File: config.mk
export PLATFORM = sky130hd
export DESIGN_NAME = uart_sample_packer
export DESIGN_NICKNAME = d
export VERILOG_FILES = /design/src/rtl/uart_sample_packer.sv
export SDC_FILE = /design/constraint.sdc
export NUM_CORES = 1
export LEC_CHECK = 0
export ABC_AREA = 0
export CAP_MARGIN = 20
export CORE_MARGIN = 5
export CORE_UTILIZATION = 55
export CTS_CLUSTER_SIZE = 12
export DETAILED_ROUTE_END_ITERATION = 8
export PLACE_DENSITY = 0.83
export RECOVER_POWER = 50
export SYNTH_ARGS = -nofsm -noshare
export SYNTH_HDL_FRONTEND = slang
export SYNTH_SLANG_ARGS = --single-unit
File: constraint.sdc
create_clock -name CLK -period 9.1 [get_ports CLK]
set_clock_uncertainty 0.15 [all_clocks]
set_input_delay 1.82 -clock CLK [delete_from_list [all_inputs] [get_ports CLK]]
set_output_delay 1.82 -clock CLK [all_outputs]
set_load 0.005 [all_outputs]
File: src/rtl/uart_sample_packer.sv
// UART byte-stream depacketizer: SYNC, LEN, then little-endian 16-bit samples into a FWFT FIFO.
// Optional trailing checksum byte enabled by `define UART_PKT_CHECKSUM_EN.
module uart_sample_packer #(
  parameter logic [7:0] SYNC_BYTE  = 8'hA5,
  parameter int         FIFO_DEPTH = 8
) (
  input  logic                          CLK,
  input  logic                          RST_N,
  input  logic [7:0]                    RX_DATA,
  input  logic                          RX_VLD,
  input  logic                          RX_FRAME_ERROR,
  output logic [15:0]                   SAMPLE_OUT,
  output logic                          SAMPLE_VLD,
  input  logic                          SAMPLE_RDY,
  output logic [$clog2(FIFO_DEPTH):0]   FIFO_LEVEL,
  output logic                          PKT_DONE,
  output logic                          PKT_ERROR,
  output logic [1:0]                    ERR_CODE,
  output logic [2:0]                    STATE_DBG
);
  localparam int AW = $clog2(FIFO_DEPTH);
  localparam int LW = AW + 1;

  typedef enum logic [2:0] {
    S_IDLE = 3'd0,
    S_LEN  = 3'd1,
    S_LO   = 3'd2,
`ifdef UART_PKT_CHECKSUM_EN
    S_HI   = 3'd3,
    S_CSUM = 3'd4
`else
    S_HI   = 3'd3
`endif
  } state_t;

  state_t      state, state_n;
  logic [7:0]  remain, remain_n;
  logic [7:0]  low_byte, low_byte_n;
  logic        done_n, err_n;
  logic [1:0]  code_n;
  logic        push;
  logic        pop;
  logic        full;

  logic [15:0]   mem [FIFO_DEPTH];
  logic [AW-1:0] wr_ptr, rd_ptr;
  logic [LW-1:0] level;

`ifdef UART_PKT_CHECKSUM_EN
  logic [7:0] csum, csum_n;
`endif

  // Output handshake: a sample transfers on any rising edge where SAMPLE_VLD and SAMPLE_RDY
  // are both high; SAMPLE_OUT is stable while SAMPLE_VLD is high and not yet accepted.
  assign SAMPLE_VLD = (level != '0);
  assign SAMPLE_OUT = SAMPLE_VLD ? mem[rd_ptr] : 16'h0000;
  assign FIFO_LEVEL = level;
  assign pop        = SAMPLE_VLD & SAMPLE_RDY;
  assign full       = (level == LW'(FIFO_DEPTH));
  assign STATE_DBG  = state;

  always_comb begin
    state_n    = state;
    remain_n   = remain;
    low_byte_n = low_byte;
    done_n     = 1'b0;
    err_n      = 1'b0;
    code_n     = ERR_CODE;
    push       = 1'b0;
`ifdef UART_PKT_CHECKSUM_EN
    csum_n     = csum;
`endif
    // A framing error outside IDLE wins over any byte strobed in the same cycle.
    if (state != S_IDLE && RX_FRAME_ERROR) begin
      state_n = S_IDLE;
      err_n   = 1'b1;
      code_n  = 2'd1;
    end else if (RX_VLD) begin
      unique case (state)
        S_IDLE: begin
          if (RX_DATA == SYNC_BYTE) state_n = S_LEN;
        end
        S_LEN: begin
          remain_n = RX_DATA;
`ifdef UART_PKT_CHECKSUM_EN
          csum_n   = RX_DATA;
`endif
          if (RX_DATA == 8'd0) begin
            state_n = S_IDLE;
            err_n   = 1'b1;
            code_n  = 2'd0;
          end else begin
            state_n = S_LO;
          end
        end
        S_LO: begin
          low_byte_n = RX_DATA;
`ifdef UART_PKT_CHECKSUM_EN
          csum_n     = csum + RX_DATA;
`endif
          state_n    = S_HI;
        end
        S_HI: begin
`ifdef UART_PKT_CHECKSUM_EN
          csum_n = csum + RX_DATA;
`endif
          // A simultaneous pop frees the slot, so only a stalled full FIFO drops the sample.
          if (full && !pop) begin
            state_n = S_IDLE;
            err_n   = 1'b1;
            code_n  = 2'd3;
          end else begin
            push     = 1'b1;
            remain_n = remain - 8'd1;
            if (remain == 8'd1) begin
`ifdef UART_PKT_CHECKSUM_EN
              state_n = S_CSUM;
`else
              state_n = S_IDLE;
              done_n  = 1'b1;
`endif
            end else begin
              state_n = S_LO;
            end
          end
        end
`ifdef UART_PKT_CHECKSUM_EN
        S_CSUM: begin
          state_n = S_IDLE;
          if (RX_DATA == csum) begin
            done_n = 1'b1;
          end else begin
            err_n  = 1'b1;
            code_n = 2'd2;
          end
        end
`endif
        default: state_n = S_IDLE;
      endcase
    end
  end

  always_ff @(posedge CLK or negedge RST_N) begin
    if (!RST_N) begin
      state     <= S_IDLE;
      remain    <= 8'd0;
      low_byte  <= 8'd0;
      PKT_DONE  <= 1'b0;
      PKT_ERROR <= 1'b0;
      ERR_CODE  <= 2'd0;
`ifdef UART_PKT_CHECKSUM_EN
      csum      <= 8'd0;
`endif
    end else begin
      state     <= state_n;
      remain    <= remain_n;
      low_byte  <= low_byte_n;
      PKT_DONE  <= done_n;
      PKT_ERROR <= err_n;
      ERR_CODE  <= code_n;
`ifdef UART_PKT_CHECKSUM_EN
      csum      <= csum_n;
`endif
    end
  end

  always_ff @(posedge CLK or negedge RST_N) begin
    if (!RST_N) begin
      wr_ptr <= '0;
      rd_ptr <= '0;
      level  <= '0;
    end else begin
      if (push) wr_ptr <= wr_ptr + AW'(1);
      if (pop)  rd_ptr <= rd_ptr + AW'(1);
      unique case ({push, pop})
        2'b10:   level <= level + LW'(1);
        2'b01:   level <= level - LW'(1);
        default: level <= level;
      endcase
    end
  end

  // Storage needs no reset: SAMPLE_OUT is forced to zero while the FIFO is empty.
  always_ff @(posedge CLK) begin
    if (push) mem[wr_ptr] <= {RX_DATA, low_byte};
  end

endmodule
Word level (Yosys, flattened, before mapping):

Memories as Yosys holds them, arrays and structs flattened.
Cells that the tools add are included.

* bits in writable memories: 128
* register bits: 33
* input bits: 13
* memories kept: 1

* bitwise gates (word level): 2
* mux-type cells: 32
* add/sub/neg operators: 5
* reduce and logical (&&, ||, !) cells: 15
* eq/ne operators: 12

Memories
* mem: words 8, width 16, rd ports 1, clocked after memory_dff 0, wr ports 1, RTL line 45 `logic [15:0] mem [FIFO_DEPTH];`

Operators with widths (number)
* 16-bit two-way mux: 1
* 8-bit case mux with 2 select lines: 1
* 1-bit two-way mux: 15
* 2-bit two-way mux: 7
* 3-bit case mux with 4 select lines: 1
* 3-bit two-way mux: 3
* 3-bit inequality test, second input constant: 3
* 8-bit by 1-bit == test with 1-bit output, second input constant: 1
* 8-bit == test, second input constant: 1
* 8-bit zero test: 1
* 8-bit two-way mux: 1
* 4-bit case mux with 2 select lines: 1
* 4-bit AND reduction: 2
* 8-bit by 1-bit subtractor with 8-bit output, second input constant: 1
* 3-bit by 1-bit adder with 3-bit output, second input constant: 2
* 3-bit by 2-bit == test with 1-bit output, second input constant: 2
* 2-bit nonzero test: 3
* 3-bit nonzero test: 2
* 4-bit by 1-bit adder with 4-bit output, second input constant: 1
* 4-bit == test, second input constant: 1
* 2-bit case mux with 2 select lines: 1
* 4-bit nonzero test: 1
* 4-bit by 1-bit subtractor with 4-bit output, second input constant: 1
* 3-bit by 1-bit == test with 1-bit output, second input constant: 1
* other kinds (11): 12

Depth between registers and ports, before layout:

Gate-level depths: netlist (run 1).

* depth in word-level cells: 10
* depth in mapped cells: 11
* depth with buffers taken out: 10

Least setup slack after synthesis (run 1):

Ideal clock, no wire load.

* path kind: input to register
* from: input port RX_FRAME_ERROR
* to: memory mem[2][0] (enable)
* buffers on the path: 1
* path slack: 4.230 ns
* cell stages on the path: 5
* arrival: 4.284 ns
* cells stage by stage: buf_2 nand2b_4 a211oi_4 inv_2 nor4b_1

* word-level cells in the longest chain between the ends: 4

RTL lines
* from (decl): RTL line 11 `input logic RX_FRAME_ERROR,`
* 1-bit logical AND: RTL line 74 `if (state != S_IDLE && RX_FRAME_ERROR) begin`
* 1-bit two-way mux: RTL line 74
* 1-bit two-way mux: RTL line 185 `if (push) mem[wr_ptr] <= {RX_DATA, low_byte};`
* 1-bit two-way mux (not written as such): RTL line 185
* to (decl): RTL line 45

No other way between the ends.

Final worst setup path (run 1):

* from: input port SAMPLE_RDY
* to: register level[2] (netlist: FIFO_LEVEL[2])

* word-level cells in the longest chain between the ends: 9
* elaborated cells on any way between the ends: 11

RTL lines
* from (decl): RTL line 14 `input logic SAMPLE_RDY,`
* 1-bit bitwise AND *: RTL line 58 `assign pop = SAMPLE_VLD & SAMPLE_RDY;`
* 1-bit zero test: RTL line 108 `if (full && !pop) begin`
* 1-bit logical AND: RTL line 108
* 1-bit two-way mux: RTL line 108
* 1-bit two-way mux: RTL line 79 `unique case (state)`
* 1-bit two-way mux: RTL line 78 `end else if (RX_VLD) begin`
* 1-bit two-way mux: RTL line 74
* 2-bit by 1-bit == test with 1-bit output / 2-bit == test (equally long branches): RTL line 175 `unique case ({push, pop})`
* 4-bit case mux with 2 select lines / 2-bit nonzero test (equally long branches)
* to (signal assigned): RTL line 176 `2'b10: level <= level + LW'(1);`
* to (signal assigned): RTL line 177 `2'b01: level <= level - LW'(1);`
* to (signal assigned): RTL line 178 `default: level <= level;`
* to (decl): RTL line 47 `logic [LW-1:0] level;`

Every way passes the cells marked *; elsewhere a longest branch is shown, timed or not.
A chain may end at the register's enable or synchronous reset.

==> results of run 1 <==
==> cells by family (layout without fill, tap and decap cells) <==
| logic type | after synthesis | count (layout) | share of synthesized area |
|---|---|---|---|
| adders and majority gates | 7 | 7 | 0.01311 |
| DFF | 160 | 160 | 0.6954 |
| AOI/OAI and AO/OA | 39 | 39 | 0.04234 |
| other | 1 | 1 | 0.0005615 |
| and+or+nand+nor | 79 | 79 | 0.06669 |
| buffers and inverters | 27 | 89 | 0.01967 |
| xor gates and xnor gates | 9 | 9 | 0.01180 |
| muxes | 59 | 59 | 0.1504 |
==> worst max path at each step <==
stage | startpoint | end | slack [ns] | cells after the start
finish | SAMPLE_RDY | FIFO_LEVEL[2] | 4.40 | 11
global placement | SAMPLE_RDY | FIFO_LEVEL[2] | 4.62 | 11
global route | SAMPLE_RDY | FIFO_LEVEL[2] | 4.20 | 11
detailed placement | RX_FRAME_ERROR | FIFO_LEVEL[2] | 4.54 | 11
floorplan | RX_FRAME_ERROR | mem[2][0] | 4.23 | 5
CTS | rd_ptr[0] | SAMPLE_OUT[13] | 4.37 | 5
==> power by group through the flow <==
stage                     sequential, mW  clock (mW)  combinational (mW)
after floorplan                    0.849           0               0.367
after global placement             0.882           0               0.547
after detailed placement           0.884           0               0.557
after CTS                          0.870       0.730               0.561
after global routing               0.875       0.769               0.598
final                              0.869       0.719               0.545
==> final cells by class <==
class,count,area [um2],share of cell area
tap,147,183.9,0.02340
timing repair buffer,50,469.2,0.05968
inverter,7,26.28,0.003342
clock inverter,15,177.7,0.02260
clock buffer,17,425.4,0.05411
multi-input combinational,194,1933,0.2459
sequential,160,4646,0.5910
==> sequential cells by signal, indices dropped and copies added (netlist names) <==
signal and count:
remain 8, ERR_CODE 2, FIFO_LEVEL 4, rd_ptr 3, PKT_DONE 1, PKT_ERROR 1, STATE_DBG 2, low_byte 8
mem 128, wr_ptr 3
==> cell usage after synthesis, drive strengths merged, types with 3 or more instances <==
cell    number
dfrtp       32
mux2        11
xnor2        4
xor2         5
mux2i       16
clkbuf       6
a21oi       10
a31oi        3
nor2        30
buf         14
nor3b        3
o21ai        7
nor2b        3
nand2       12
mux4        32
edfxtp     128
inv          7
nor4         5
nor4b        3
nor3         8
ha           7
==> per-stage QoR <==
stage | utilization | cell area [um2] | instances | hold WS [ns]
after global routing | 0.6572 | 7861 | 590 | 0.3586
after floorplan | - | 6679 | 381 | 0.3284
final | 0.6572 | 7861 | 590 | 0.3400
after global placement | 0.6084 | 7277 | 558 | 0.3202
after CTS | 0.6588 | 7880 | 590 | 0.3426
after detailed placement | 0.6084 | 7277 | 558 | 0.3339
==> metal layers <==
metal | up-vias | routed length (um)
met2 | 152 | 6970
met1 | 1847 | 5398
met3 | 14 | 810
met4 | 0 | 145
met5 | - | 0
li1 | 1611 | -
==> worst max-delay path, delay by kind of cell <==
| family | cells | cell delay, ns |
|---|---|---|
| AO/OA/AOI/OAI | 2 | 0.79 |
| AND/OR/NAND/NOR | 2 | 0.28 |
| buffers and inverters | 2 | 0.87 |
| XOR/XNOR | 3 | 0.48 |
| adder cells (fa/ha/maj) | 2 | 0.57 |
==> key figures, run 1 <==
Critical path
  – Setup CP Type: input pin to flop
  – CP max-delay cell: a211oi_1
  – Worst r2r src: STATE_DBG[1]
  – CP most frequent cell: xor2_1
  – WP data arrival: 4.84 ns
  – Critical path, cell by cell: dlygate4sd3_1 > and2b_1 > a211oi_1 > inv_1 > ha_1 > xor2_1 > ha_1 > a21oi_1 > xor2_1 > nor2_1 > xor2_1
  – Startpoint types: input pin
  – R2R cell count: 10
  – CP Max Fanout: 7
  – Crit. End Element: flop
  – R2R Path End: FIFO_LEVEL[2]
  – R2R Setup Slk: 5.52 ns
  – Required time of the critical path: 9.24 ns
  – CP peak stage delay: between 0.6 and 0.7 ns

Worst hold path
  – Worst hold-check path type: flop to flop
  – Critical hold path startpoint: rd_ptr[0]
  – Hold depth: 1
  – Worst Hold Path EP: rd_ptr[0]

STA
  – Tmin final: 4.697 ns
  – Setup_tns: 0 ns
  – Final slew viol count: 33
  – Finish-stage setup viols: 0
  – RSZ-0062 raised after global routing: no
  – PnR worst setup slack: 4.403 ns
  – FMAX: around 0.21 GHz
  – Final Hold Fails: 0
  – Max-slew headroom: -0.2732
  – Worst-Margin Slew: between 1.5 and 2 ns
  – Final period util: 0.5162

Power and ir drop
  – Seq pwr share: 0.408
  – P_leak: 2.768 nW
  – P_sw: 0.5831 mW
  – P per Cell Area: 271.3 nW/um2
  – Worst ir drop on vdd: 0.1612 mV
  – Combinational fraction of design power: 0.255
  – Int Pwr: 1.550 mW
  – Sw Share: 0.2734
  – Clk network pwr share: 0.337
  – Final Power: 2.133 mW

Clock network
  – Root Buffer: clkbuf_16
  – Clk Latency, worst-skew pair: 0.42 ns
  – CTS tree: built
  – Resized cells post-CTS: 0
  – Clk slew on worst S/H paths: about 0.06 ns
  – Clock buffer depth: 2
  – Clock sink total: 160
  – Setup Fix Bufs, Post-CTS: 0
  – CTS hold repair buffers: 0
  – Htree depth: 4
  – Number of CTS-inserted buffers: 17

Logic synthesis
  – Post-Syn Area per Cell: 17.53 um2
  – Synth area leader: edfxtp_1
  – Top cells by area, synth: edfxtp_1 (58%), dfrtp_1 (12%), mux4_2 (11%)
  – Yosys top cell area share: 0.5755
  – Post-synthesis sequential area ratio: 0.6954
  – Top_reg_cell synth: edfxtp_1
  – Fraction of registers with async set/reset: 0.2000
  – YS warnings: 0
  – Count of cell types in the netlist: 59
  – Mapped Cells: 381
  – EDFF count, synth: 128
  – Syn nets: 401
  – Synth Register Bits: 160
  – Post-Synthesis Cell Area: 6679 um2

Global routing
  – Gr usage total: 0.2016
  – Most used routing layer: met2
  – Global Route met2 Usage: 0.3330
  – Total grt overflow: 0
  – First-pass GRT wire length: 21,490 um
  – Grt met1 use: 0.2686
  – Largest net degree at the start of global routing: 35
  – GR Util met3: 0.05145
  – Vias in the first global route: 3,747
  – Initial antenna violation count: 0

Routing
  – DRT Pass-1 Iters: 5
  – Post-Route WL: ~13,000 um
  – First DRT Iteration DRCs: 353
  – WL per Instance: 22.58 um
  – Via density: roughly 6.1
  – Via Count: around 3,600
  – DRC viols: 0
  – ANT nets after route: 0

Place
  – Final GP Congestion: 0.8267
  – PortBufs: 39
  – Detail Placement HPWL: 7695 um
  – Setup Slack @ Placement: 4.538 ns

Die
  – Die Area: between 10,000 and 15,000 um2
  – Die height: 120.2 um
  – Cell row count: 40
  – I/O pin count: 41
  – Starting Density: 0.5584
  – Die width: 120.2 um
  – Core ar.: 11,960 um2

Flow run
  – Max cap viols: 1

Status
  – Status: finished with violations
  – Violated checks: capacitance limit, slew limit

Layout
  – Most frequent cells in the layout: edfxtp_1 (128), mux4_2 (32), dfrtp_1 (31)
  – Fillers: 764
  – Layout cells sized above 1: 0.2257
  – Fin nets: 450
  – Antenna fix cells: 0
  – Area growth, synth to finish: 17.70%
  – Leading cell type in the layout, fill and taps excluded: edfxtp_1
(Power assumes the default switching activity.)
==> run 2: changes to the inputs <==
--- a/config.mk
+++ b/config.mk
@@ -8,7 +8,7 @@
 export ABC_AREA = 0
 export CAP_MARGIN = 20
 export CORE_MARGIN = 5
-export CORE_UTILIZATION = 55
+export CORE_UTILIZATION = 53
 export CTS_CLUSTER_SIZE = 12
 export DETAILED_ROUTE_END_ITERATION = 8
 export PLACE_DENSITY = 0.83
==> constraint.sdc (replaced) <==
create_clock -name CLK -period 4.2 [get_ports CLK]
set_clock_uncertainty 0.15 [all_clocks]
set_input_delay 0.84 -clock CLK [delete_from_list [all_inputs] [get_ports CLK]]
set_output_delay 0.84 -clock CLK [all_outputs]
set_load 0.005 [all_outputs]
==> key figures, run 2 (synthesis results as in run 1) <==
STA
  – Worst-Margin Slew: 0.9092 ns (-1.001 ns)
  – Final period util: 0.8601
  – Setup_tns: 0 ns (unchanged)
  – FMAX: approximately 0.28 GHz
  – Tmin final: between 3 and 4 ns
  – Max-slew headroom: 0.3938 (+0.6670)
  – Finish-stage setup viols: 0 (unchanged)
  – Final Hold Fails: 0 (unchanged)
  – Final slew viol count: 0 (-100%)
  – RSZ-0062 raised after global routing: no

Clock network
  – CTS tree: built
  – Number of CTS-inserted buffers: 17 (unchanged)
  – Setup Fix Bufs, Post-CTS: 0 (unchanged)
  – Resized cells post-CTS: 0 (unchanged)
  – Clock sink total: 160 (unchanged)
  – Clk Latency, worst-skew pair: 0.42 ns (about the same)
  – Clk slew on worst S/H paths: 0.06 ns (about the same)
  – Root Buffer: clkbuf_16
  – Clock buffer depth: 2 (unchanged)
  – CTS hold repair buffers: 0 (unchanged)
  – Htree depth: 4 (unchanged)

Flow run
  – Max cap viols: 0 (-1)

Die
  – Core ar.: 12,470 um2 (+4.2%)
  – Die width: 122.3 um (+1.7%)
  – Cell row count: 41 (+2.5%)
  – Die height: 122.3 um (+1.7%)
  – Die Area: 14,950 um2 (+3.5%)
  – I/O pin count: 41 (unchanged)
  – Starting Density: 0.5358 (-0.02259)

Critical path
  – R2R cell count: 10 (unchanged)
  – CP max-delay cell: dlygate4sd3_1
  – WP data arrival: 3.75 ns (-1.09 ns)
  – CP most frequent cell: xor2_1
  – Startpoint types: input pin
  – Critical path, cell by cell: dlygate4sd3_1 > nand2b_1 > a211oi_1 > inv_2 > ha_1 > xor2_1 > ha_1 > a21oi_1 > xor2_1 > nor2_1 > xor2_1
  – CP Max Fanout: 10 (+3)
  – Crit. End Element: flop
  – CP peak stage delay: 0.66 ns (+0.02 ns)
  – Required time of the critical path: 4.34 ns (-4.90 ns)
  – Setup CP Type: input pin to flop

Layout
  – Cell Count, Final, Fillers Out: 620 (+5.1%)
  – Leading cell type in the layout, fill and taps excluded: edfxtp_1
  – Fin nets: 455 (+1.1%)
  – Antenna fix cells: 0 (unchanged)
  – Biggest register: mem
  – Most frequent cells in the layout: edfxtp_1 (128), mux4_2 (32), dfrtp_1 (31)
  – Max reg flops: 128 (unchanged)
  – Layout cells sized above 1: 0.2277 (+0.001945)
  – Area growth, synth to finish: 18.90%
  – Top flop regs: mem (128), low_byte (8), remain (8)

Global routing
  – Largest net degree at the start of global routing: 32 (-8.6%)
  – Vias in the first global route: 3,711 (-0.96%)
  – Gr usage total: 0.1911 (-0.01042)
  – Total grt overflow: 0 (unchanged)
  – Initial antenna violation count: 0 (unchanged)
  – First-pass GRT wire length: 20,880 um (-2.8%)

Power and ir drop
  – P per Cell Area: 590.7 nW/um2 (+120%)
  – Worst ir drop on vdd: 0.3680 mV (+130%)
  – P_leak: 2.786 nW (+0.65%)
  – Final Power: 4.691 mW (+120%)

Place
  – Detail Placement HPWL: 8240 um (+7.1%)
  – Final GP Congestion: 0.9362 (+13%)
  – PortBufs: 39 (unchanged)
  – Placed Cells incl. Taps: 587 (+5.2%)

Routing
  – First DRT Iteration DRCs: 270 (-24%)
  – WL per Instance: 21.16 um (-6.3%)
  – DRC viols: 0 (unchanged)
  – Via density: 5.726 (-6.8%)
  – Via Count: 3,550 (-2.0%)
  – DRT Pass-1 Iters: 5 (unchanged)
  – ANT nets after route: 0 (unchanged)
  – Post-Route WL: 13,120 um (-1.5%)

Worst hold path
  – Hold depth: 1 (unchanged)
  – Worst hold-check path type: flop to flop

Status
  – Status: complete, no violations
-- run 2: metrics by stage --
stage                     area, um2  hold slack, ns  setup WS, ns    util
after global routing           7941          0.3765        0.2859  0.6371
after CTS                      7964          0.3500        0.6365  0.6389
after floorplan                6679          0.3284        0.3097       -
after global placement         7345          0.3109        0.7401  0.5892
after detailed placement       7345          0.3414        0.6074  0.5892
final                          7941          0.3401        0.5875  0.6371
-- run 2: cell type report --
cell class	count	area, um2
Sequential cell	160	4646
Fill cell	864	4524
Multi-Input combinational cell	194	1919
Timing Repair Buffer	55	515.5
Clock buffer	18	429.2
Tap cell	172	215.2
Clock inverter	14	190.2
Inverter	7	26.28
-- run 2: path summary, 6_finish.rpt --
kind | from | end | slack, ns
worst max-delay path | RX_FRAME_ERROR | FIFO_LEVEL[2] | 0.59
worst min-delay path | rd_ptr[2] | rd_ptr[2] | 0.34
worst max register to register | STATE_DBG[1] | FIFO_LEVEL[2] | 0.83
worst min register to register | rd_ptr[2] | rd_ptr[2] | 0.34
max in group asynchronous | RST_N | low_byte[7] | 1.67
min in group asynchronous | RST_N | FIFO_LEVEL[3] | 0.61
-- run 2: routing by layer --
layer | wire length [um] | track usage
met1 | 5319 | 0.2481
met2 | 6969 | 0.3222
met3 | 729 | 0.05115
met4 | 102 | 0.05178
met5 | 0 | 0
-- run 2: worst max-delay path, delay by kind of cell --
kind | cells | cell delay [ns]
buffers and inverters | 2 | 0.86
AND/OR/NAND/NOR | 2 | 0.31
XOR/XNOR | 3 | 0.51
AO/OA/AOI/OAI | 2 | 0.70
adder cells (fa/ha/maj) | 2 | 0.54
-- run 2: where the power goes --
group	internal (mW)	total [mW]	switching (mW)
Clock	0.993	1.59	0.597
Combinational	0.731	1.25	0.523
Sequential	1.76	1.85	0.0906
Total	3.48	4.69	1.21
==> run 3: changes to the inputs <==
--- a/config.mk
+++ b/config.mk
@@ -8,10 +8,11 @@
 export ABC_AREA = 0
 export CAP_MARGIN = 20
 export CORE_MARGIN = 5
-export CORE_UTILIZATION = 53
+export CORE_UTILIZATION = 55
+export CTS_BUF_LIST = sky130_fd_sc_hd__clkbuf_4 sky130_fd_sc_hd__clkbuf_8
 export CTS_CLUSTER_SIZE = 12
 export DETAILED_ROUTE_END_ITERATION = 8
-export PLACE_DENSITY = 0.83
+export PLACE_DENSITY = 0.86
 export RECOVER_POWER = 50
 export SYNTH_ARGS = -nofsm -noshare
 export SYNTH_HDL_FRONTEND = slang
==> key figures, run 3 (synthesis results as in run 1) <==
Layout
  – Area growth, synth to finish: 15.83%
  – Fin nets: 457 (+0.44%)
  – Layout cells sized above 1: 0.2289 (+0.001210)
  – Biggest register: mem
  – Antenna fix cells: 0 (unchanged)
  – Cell Count, Final, Fillers Out: 597 (-3.7%)
  – Most frequent cells in the layout: edfxtp_1 (128), mux4_2 (32), dfrtp_1 (31)
  – Top flop regs: mem (128), low_byte (8), remain (8)
  – Max reg flops: 128 (unchanged)
  – Leading cell type in the layout, fill and taps excluded: edfxtp_1

Place
  – Detail Placement HPWL: 8600 um (+4.4%)
  – Final GP Congestion: 0.8725 (-6.8%)
  – PortBufs: 39 (unchanged)
  – Placed Cells incl. Taps: 565 (-3.7%)

Die
  – Die Area: 14,450 um2 (-3.3%)
  – Die width: 120.2 um (-1.7%)
  – Core ar.: 11,960 um2 (-4.0%)
  – Die height: 120.2 um (-1.7%)
  – Cell row count: 40 (-2.4%)
  – I/O pin count: 41 (unchanged)
  – Starting Density: 0.5584 (+0.02259)

Critical path
  – CP Max Fanout: 7 (-3)
  – Required time of the critical path: 4.36 ns (+0.02 ns)
  – WP data arrival: 3.77 ns (+0.02 ns)
  – R2R Setup Slk: 0.79 ns (-0.04 ns)
  – Setup CP Type: input pin to flop
  – Startpoint types: input pin
  – Crit. End Element: flop

Clock network
  – Clock sink total: 160 (unchanged)
  – CTS hold repair buffers: 0 (unchanged)
  – Number of CTS-inserted buffers: 17 (unchanged)
  – Clk slew on worst S/H paths: 0.08 ns (+0.02 ns)
  – Resized cells post-CTS: 0 (unchanged)
  – Root Buffer: clkbuf_8
  – CTS tree: built
  – Clk Latency, worst-skew pair: 0.44 ns (+0.02 ns)
  – Htree depth: 4 (unchanged)
  – Clock buffer depth: 2 (unchanged)
  – Setup Fix Bufs, Post-CTS: 0 (unchanged)

STA
  – Finish-stage setup viols: 0 (unchanged)
  – RSZ-0062 raised after global routing: no
  – Max-slew headroom: 0.3610 (-0.03287)
  – FMAX: 0.2775 GHz (+0.25%)
  – Final Hold Fails: 0 (unchanged)
  – Setup_tns: 0 ns (unchanged)
  – Worst-Margin Slew: 0.9586 ns (+0.04931 ns)
  – Tmin final: 3.603 ns (-0.009075 ns)
  – Final period util: 0.8580 (-0.002161)
  – Final slew viol count: 0 (unchanged)

Power and ir drop
  – P per Cell Area: 556.2 nW/um2 (-5.8%)
  – Worst ir drop on vdd: 0.3097 mV (-16%)
  – P_leak: 2.724 nW (-2.2%)

Global routing
  – Largest net degree at the start of global routing: 19 (-41%)
  – Gr usage total: 0.2035 (+0.01231)
  – Vias in the first global route: 3,888 (+4.8%)
  – Initial antenna violation count: 0 (unchanged)
  – Total grt overflow: 0 (unchanged)
  – First-pass GRT wire length: 21,640 um (+3.6%)

Routing
  – WL per Instance: 22.44 um (+6.0%)
  – Metal3 WL: 797 um (+9.3%)
  – Routed length on met2: 7039 um (+1.0%)
  – Post-Route WL: 13,400 um (+2.1%)
  – Top Layer Used: met4
  – DRC viols: 0 (unchanged)
  – ANT nets after route: 0 (unchanged)
  – First DRT Iteration DRCs: 298 (+10%)
  – Via Count: 3,626 (+2.1%)
  – WL met1: 5408 um (+1.7%)
  – DRT Pass-1 Iters: 4 (-1)
  – Via density: 6.074 (+6.1%)

Worst hold path
  – Worst hold-check path type: flop to flop

Flow run
  – Max cap viols: 0 (unchanged)

Status
  – Status: complete, no violations
[run 3: path summary, 6_finish.rpt]
check	from	to	depth (start not counted)
max	SAMPLE_RDY	FIFO_LEVEL[2]	11
min	remain[6]	remain[6]	2
max reg2reg	STATE_DBG[1]	FIFO_LEVEL[2]	10
min reg2reg	remain[6]	remain[6]	2
max in group asynchronous	RST_N	ERR_CODE[0]	2
min in group asynchronous	RST_N	FIFO_LEVEL[0]	1
[run 3: where the power goes]
part | internal [mW] | total (mW) | switching (mW)
clock network | 0.660 | 1.19 | 0.526
logic | 0.737 | 1.24 | 0.507
registers | 1.75 | 1.87 | 0.121
[run 3: critical path: stages]
cell           delay, ns
dlygate4sd3_1       0.53
and2b_1             0.23
a211oi_1            0.57
inv_1               0.32
ha_1                0.36
xor2_1              0.17
ha_1                0.19
a21oi_1             0.17
xor2_1              0.18
nor2_1              0.07
xor2_1              0.15
[run 3: area by class of cell]
| type | instances | area, um2 |
|---|---|---|
| Fill cell | 845 | 4225 |
| Multi-Input combinational cell | 194 | 1927 |
| Timing Repair Buffer | 57 | 530.5 |
| Tap cell | 147 | 183.9 |
| Inverter | 7 | 26.28 |
| Clock buffer | 19 | 255.2 |
| Clock inverter | 13 | 167.7 |
| Sequential cell | 160 | 4646 |
[run 3: through the flow]
step,util,hold WS (ns),setup WS [ns],area [um2],power (mW)
after floorplan,-,0.3284,0.3097,6679,2.634
after global placement,0.6133,0.3477,0.7267,7336,3.141
after detailed placement,0.6133,0.3871,0.6044,7336,3.179
after CTS,0.6486,0.4044,0.5744,7759,4.360
after global routing,0.6468,0.4415,0.3373,7736,4.528
final,0.6468,0.3992,0.5966,7736,4.303
[run 3: routing by layer]
layer  vias to the layer above  track usage
met5                         -            0
met4                         0      0.06943
met3                        13      0.04724
met2                       137       0.3432
met1                      1861       0.2617
li1                       1615            -
